### config.mk
export PLATFORM = sky130hd
export DESIGN_NAME = exposure_sequencer
export DESIGN_NICKNAME = d
export VERILOG_FILES = /design/src/rtl/camera_pkg.sv /design/src/rtl/exposure_timer.sv /design/src/rtl/exposure_sequencer.sv
export SDC_FILE = /design/constraint.sdc
export NUM_CORES = 1
export LEC_CHECK = 0
export ABC_AREA = 1
export CORE_MARGIN = 3
export CORE_UTILIZATION = 49
export DETAILED_ROUTE_END_ITERATION = 8
export PLACE_DENSITY = 0.83
export SETUP_SLACK_MARGIN = 0.15
export SYNTH_ARGS = -nofsm -noshare
export SYNTH_HDL_FRONTEND = slang
export SYNTH_SLANG_ARGS = --single-unit
### constraint.sdc
create_clock -name Clk -period 1.55 [get_ports Clk]
set_clock_uncertainty 0.05 [all_clocks]
set_input_delay 0.31 -clock Clk [delete_from_list [all_inputs] [get_ports Clk]]
set_output_delay 0.31 -clock Clk [all_outputs]
set_load 0.05 [all_outputs]
### src/rtl/camera_pkg.sv
// Shared types and constants for the camera frame controller.
package camera_pkg;

  typedef enum logic [1:0] {
    IDLE    = 2'd0,
    EXPOSE  = 2'd1,
    READOUT = 2'd2
  } state_t;

  // Default exposure clamp limits, in ms.
  localparam int EXP_MIN_DEFAULT = 2;
  localparam int EXP_MAX_DEFAULT = 30;

  // Readout step landmarks. Steps 0..2 read row 1, steps 4..6 read row 2,
  // and steps 3 and 7 are idle gaps between rows.
  localparam logic [2:0] ROW1_ADC   = 3'd1;
  localparam logic [2:0] ROW2_START = 3'd4;
  localparam logic [2:0] ROW2_ADC   = 3'd5;
  localparam logic [2:0] LAST_STEP  = 3'd7;

  typedef struct packed {
    logic nre_1;
    logic nre_2;
    logic adc;
  } readout_t;

  // Sensor/ADC pin values for a given readout step.
  function automatic readout_t readout_decode(input logic [2:0] step);
    readout_t r;
    r.nre_1 = 1'b1;
    r.nre_2 = 1'b1;
    r.adc   = (step == ROW1_ADC) || (step == ROW2_ADC);
    if (step < (ROW2_START - 3'd1)) begin
      r.nre_1 = 1'b0;
    end else if ((step >= ROW2_START) && (step < LAST_STEP)) begin
      r.nre_2 = 1'b0;
    end
    return r;
  endfunction

  // Clamp the requested exposure time into [lo, hi].
  function automatic logic [4:0] clamp_exp(input logic [4:0] t, input int lo, input int hi);
    if (int'(t) < lo) return 5'(lo);
    if (int'(t) > hi) return 5'(hi);
    return t;
  endfunction

endpackage

### src/rtl/exposure_timer.sv
// Millisecond exposure timer: a prescaler divides Clk down to 1 ms ticks and
// ms_cnt counts those ticks. done marks the last Clk cycle of the exposure.
module exposure_timer #(
  parameter int CLK_PER_MS = 1000
) (
  input  logic       Clk,
  input  logic       Reset,
  input  logic       clear,
  input  logic       enable,
  input  logic [4:0] target,
  output logic       done
);

  localparam int PW = (CLK_PER_MS > 1) ? $clog2(CLK_PER_MS) : 1;
  localparam logic [PW-1:0] PRESC_LAST = PW'(CLK_PER_MS - 1);

  logic [PW-1:0] presc;
  logic [4:0]    ms_cnt;
  logic          wrap;

  assign wrap = (presc == PRESC_LAST);
  assign done = enable && wrap && (ms_cnt == (target - 5'd1));

  // Prescaler and millisecond counter; clear has priority over counting.
  always_ff @(posedge Clk or posedge Reset) begin
    if (Reset) begin
      presc  <= '0;
      ms_cnt <= '0;
    end else if (clear) begin
      presc  <= '0;
      ms_cnt <= '0;
    end else if (enable) begin
      if (wrap) begin
        presc  <= '0;
        ms_cnt <= ms_cnt + 5'd1;
      end else begin
        presc <= presc + PW'(1);
      end
    end
  end

endmodule

### src/rtl/exposure_sequencer.sv
// Frame controller: one frame per Init rising edge, consisting of pixel erase
// (idle), exposure for the clamped time, then an 8-step two-row readout.
//
// Readout handshake: the sensor is read by strobes, not by valid/ready. NRE_x
// low means "row x is driving the column lines"; ADC high for one cycle means
// "sample now" and is only ever issued in the middle cycle of an NRE_x low
// window, so the data is stable a full cycle either side of the sample.
module exposure_sequencer
  import camera_pkg::*;
#(
  parameter int CLK_PER_MS = 1000,
  parameter int EXP_MIN    = EXP_MIN_DEFAULT,
  parameter int EXP_MAX    = EXP_MAX_DEFAULT
) (
  input  logic       Clk,
  input  logic       Reset,
  input  logic       Init,
  input  logic [4:0] Exp_Time,
  output logic       Erase,
  output logic       Expose,
  output logic       NRE_1,
  output logic       NRE_2,
  output logic       ADC,
  output logic       Busy,
  output logic       Frame_Done
);

  state_t     state, state_n;
  logic [2:0] step, step_n;
  logic [4:0] exp_lat, exp_lat_n;
  logic       init_q;
  logic       start;
  logic       timer_done;
  readout_t   ro_n;

  logic erase_n, expose_n, nre_1_n, nre_2_n, adc_n, busy_n, frame_done_n;

  assign start = Init & ~init_q;

  exposure_timer #(
    .CLK_PER_MS(CLK_PER_MS)
  ) u_timer (
    .Clk   (Clk),
    .Reset (Reset),
    .clear (state == IDLE),
    .enable(state == EXPOSE),
    .target(exp_lat),
    .done  (timer_done)
  );

  // Next state and next output values; outputs are registered so each state's
  // pin values appear on the same edge that enters it.
  always_comb begin
    state_n      = state;
    step_n       = step;
    exp_lat_n    = exp_lat;
    erase_n      = 1'b1;
    expose_n     = 1'b0;
    nre_1_n      = 1'b1;
    nre_2_n      = 1'b1;
    adc_n        = 1'b0;
    busy_n       = 1'b0;
    frame_done_n = 1'b0;
    ro_n         = readout_decode(step + 3'd1);
    case (state)
      IDLE: begin
        if (start) begin
          state_n   = EXPOSE;
          exp_lat_n = clamp_exp(Exp_Time, EXP_MIN, EXP_MAX);
          step_n    = 3'd0;
          erase_n   = 1'b0;
          expose_n  = 1'b1;
          busy_n    = 1'b1;
        end
      end
      EXPOSE: begin
        erase_n  = 1'b0;
        busy_n   = 1'b1;
        expose_n = 1'b1;
        if (timer_done) begin
          state_n  = READOUT;
          step_n   = 3'd0;
          expose_n = 1'b0;
          ro_n     = readout_decode(3'd0);
          nre_1_n  = ro_n.nre_1;
          nre_2_n  = ro_n.nre_2;
          adc_n    = ro_n.adc;
        end
      end
      READOUT: begin
        erase_n = 1'b0;
        busy_n  = 1'b1;
        if (step == LAST_STEP) begin
          state_n      = IDLE;
          frame_done_n = 1'b1;
          erase_n      = 1'b1;
          busy_n       = 1'b0;
        end else begin
          step_n  = step + 3'd1;
          nre_1_n = ro_n.nre_1;
          nre_2_n = ro_n.nre_2;
          adc_n   = ro_n.adc;
        end
      end
      default: begin
        state_n = IDLE;
      end
    endcase
  end

  // State, latched exposure, trigger history and output registers.
  always_ff @(posedge Clk or posedge Reset) begin
    if (Reset) begin
      state      <= IDLE;
      step       <= '0;
      exp_lat    <= '0;
      init_q     <= 1'b0;
      Erase      <= 1'b1;
      Expose     <= 1'b0;
      NRE_1      <= 1'b1;
      NRE_2      <= 1'b1;
      ADC        <= 1'b0;
      Busy       <= 1'b0;
      Frame_Done <= 1'b0;
    end else begin
      state      <= state_n;
      step       <= step_n;
      exp_lat    <= exp_lat_n;
      init_q     <= Init;
      Erase      <= erase_n;
      Expose     <= expose_n;
      NRE_1      <= nre_1_n;
      NRE_2      <= nre_2_n;
      ADC        <= adc_n;
      Busy       <= busy_n;
      Frame_Done <= frame_done_n;
    end
  end

endmodule

==> impl_metrics.ini <==
[run_status]
run_status = complete, but fails checks
violations = setup timing

[clock_tree]
cts_hold_buf = 0
clkLatencyLatePin_ps = 300
path_clk_slew_ps = 70
cts-root-buf = clkbuf_8
clk_path_buf_depth = 2
cts.sinks = 33
htreeDepth = 2
cts_tree = yes
cts_buffers = 5

[placed_design]
place_hpwl_um = 2750
place.gp.congestion = 0.811
io_buffers = 14
numPlacedInstances = 305
placed_area_um2 = 2290

[drt]
routed_wirelength_um = 5680
postRouteAntennaNets = 0
wl_per_cell_um = 17.1
routed_via_density = 5.43
route.vias.total = 1804
top_layer_used = met4
drc = 0
wl_met3_um = 260
first_iter_violations = 84
routed-wl-met2_um = 2980
dr.pass1.iters = 4
wl_met1_um = 2200

[cells_and_area]
final_nets = 304
layout-drive-gt1-share_pct = 43.4
fin_area_um2 = 2790
fill_cells = 185
diodes = 0
final_common_cell = nand2_1
layout_common_cells = nand2_1 (48), dfrtp_1 (29), buf_4 (28)
area_delta_synth_final_pct = 52.3
fin_cells = 332

[synth]
synth-compound-area-share_pct = 7.57
post_synth.cell_area_avg_um2 = 8.15
ys_types = 29
ys_ff_latch = 33
seq_area_frac_synth_pct = 45.2
syn_area_um2 = 1830
yosys_warnings = 0
yosysTopAreaCellShare_pct = 40.9
synthMuxAreaShare_pct = 0
synth_edf_count = 0
yosys.area_share.simple_pct = 30.6
synth_area_leaders = dfrtp_1 (41%), nand2_1 (11%), ha_1 (7.5%)
synth_top_area_cell = dfrtp_1
synth_xor_area_share_pct = 0.955
synth_nets = 244
synthFlopType = dfrtp_1
synth_cells = 225
async_reset_ff_share_pct = 100
synth_top_family_by_area = simple AND/OR/NAND/NOR gates
yosys.area_share.adder_pct = 7.50

[critical_path]
end_kind = register
crit_path_start_kind = register
path_class = reg2reg
crit_fanout = 5
worstPathRequired_ps = 1690
worstPathArrival_ps = 1960

[timing]
clock.fmax_mhz = 549
fin_ws_ps = -271
rsz0062_at_grt = yes
min_period_over_period_pct = 117
worst_slew_pin_slew_ps = 566
final-max-slew-violation-count = 0
fin_crit_ps = 1820
hold_viol = 0
relSlewSlack_pct = 61.9
setup-violations-final = 22

[global_route]
grt_use_total_pct = 22.9
overflow = 0
grt_pass1_vias = 1683
grt_pass1_wl_um = 7410
grt_start_max_net_pins = 26
antenna_found_initial = 0

[hold_path]
hold_path_class = in2async

[floorplanning]
start_util_pct = 52.9
die-width_um = 67.2
boundaryPins = 15
rows = 21
die-area_um2 = 4510
die-height_um = 67.2
core_area_um2 = 3470

[power_and_ir_drop]
powerDensity_nw_per_um2 = 1740
max-vdd-ir-drop_mv = 1.20
p_leak_nw = 1.34

[job]
maxCapViolCount = 0
## cells in the mapped netlist (2+ instances only)
cell	instances
inv_1	34
o21ai_1	3
nand3_2	2
nand2_4	2
inv_2	4
nand2_2	2
dfrtp_1	30
nand3_1	14
nand4_1	2
nor3_1	4
a21oi_1	7
nor2_2	3
nor3_4	2
nor2_1	23
ha_1	11
dfstp_2	3
o21ai_0	12
nand2_1	56
## stage by stage
| step | setup WS (ps) | utilization [%] | setup TNS [ps] | hold WS (ps) | total power [mW] |
|---|---|---|---|---|---|
| floorplan | 45.7 | - | 0 | 291 | 2.54 |
| global placement | -59.0 | 66.0 | -286 | 415 | 3.31 |
| detailed placement | -125 | 66.0 | -617 | 426 | 3.37 |
| CTS | -50.4 | 73.7 | -266 | 236 | 4.36 |
| global route | -357 | 80.5 | -3960 | 260 | 5.14 |
| finish | -271 | 80.5 | -2160 | 232 | 4.87 |
## layer usage
metal,vias up,GRT usage [%]
met5,-,0
met4,0,13.4
met3,26,7.99
met2,62,38.8
met1,885,24.7
li1,831,-
## worst max-delay path, cell delays in order, from the launching register on
cell,delay (ps)
dfrtp_1,380
inv_2,70
ha_4,270
inv_2,30
nand2_1,40
nand2_1,60
nor2_1,130
nand2_1,90
nor2_2,140
nand3_4,110
nand2_4,110
nand2_2,80
nand2_1,100
nand2_1,50
## registers in the layout, summed over array words and instances, names as in the netlist
register,cells
state,2
ADC,1
u_timer.presc,10
Frame_Done,1
NRE_1,1
NRE_2,1
Expose,1
u_timer.ms_cnt,5
Busy,1
Erase,1
exp_lat,5
step,3
init_q,1
## worst paths after layout
check	from	end	slack, ps	cells past startpoint
max	exp_lat[0]	state[0]	-270	13
min	Reset	Frame_Done	230	2
max reg2reg	exp_lat[0]	state[0]	-270	13
min reg2reg	u_timer.ms_cnt[3]	u_timer.ms_cnt[3]	470	1
max in group asynchronous	Reset	state[0]	750	3
min in group Clk	Init	init_q	460	1
## power by group
part / total [mW] / internal, mW / leakage (nW) / switching, mW
Combinational: 2.88 / 1.19 / 0.860 / 1.69
Sequential: 1.25 / 1.09 / 0.430 / 0.167
Clock: 0.733 / 0.401 / 0.0542 / 0.332
Total: 4.87 / 2.68 / 1.34 / 2.19
## area by class of cell
| cell class | count | area, um2 | share of cell area [%] |
|---|---|---|---|
| multi-input cells | 154 | 1090 | 39.0 |
| clock inverters | 1 | 5.00 | 0.179 |
| flip-flops and latches | 33 | 831 | 29.7 |
| well taps | 46 | 57.6 | 2.06 |
| repair buffers | 53 | 553 | 19.8 |
| inverters | 38 | 160 | 5.73 |
| clock buffers | 7 | 96.3 | 3.45 |
## cell families (layout without fill, tap and decap cells)
group	Yosys count	after routing
AOI/OAI and AO/OA	26	26
xor gates and xnor gates	2	2
adders and majority gates	11	11
buffers and inverters	39	99
DFF	33	33
and+or+nand+nor	114	115
## timing repair
item | 4_1_cts | 5_1_grt
resized for setup | 36 | 43
buffers inserted | 6 | 11
cloned | 1 | 1
pin swaps | 15 | 16
setup endpoints to repair | 23 | 30
No activity file was read; power rests on OpenSTA's default activity.
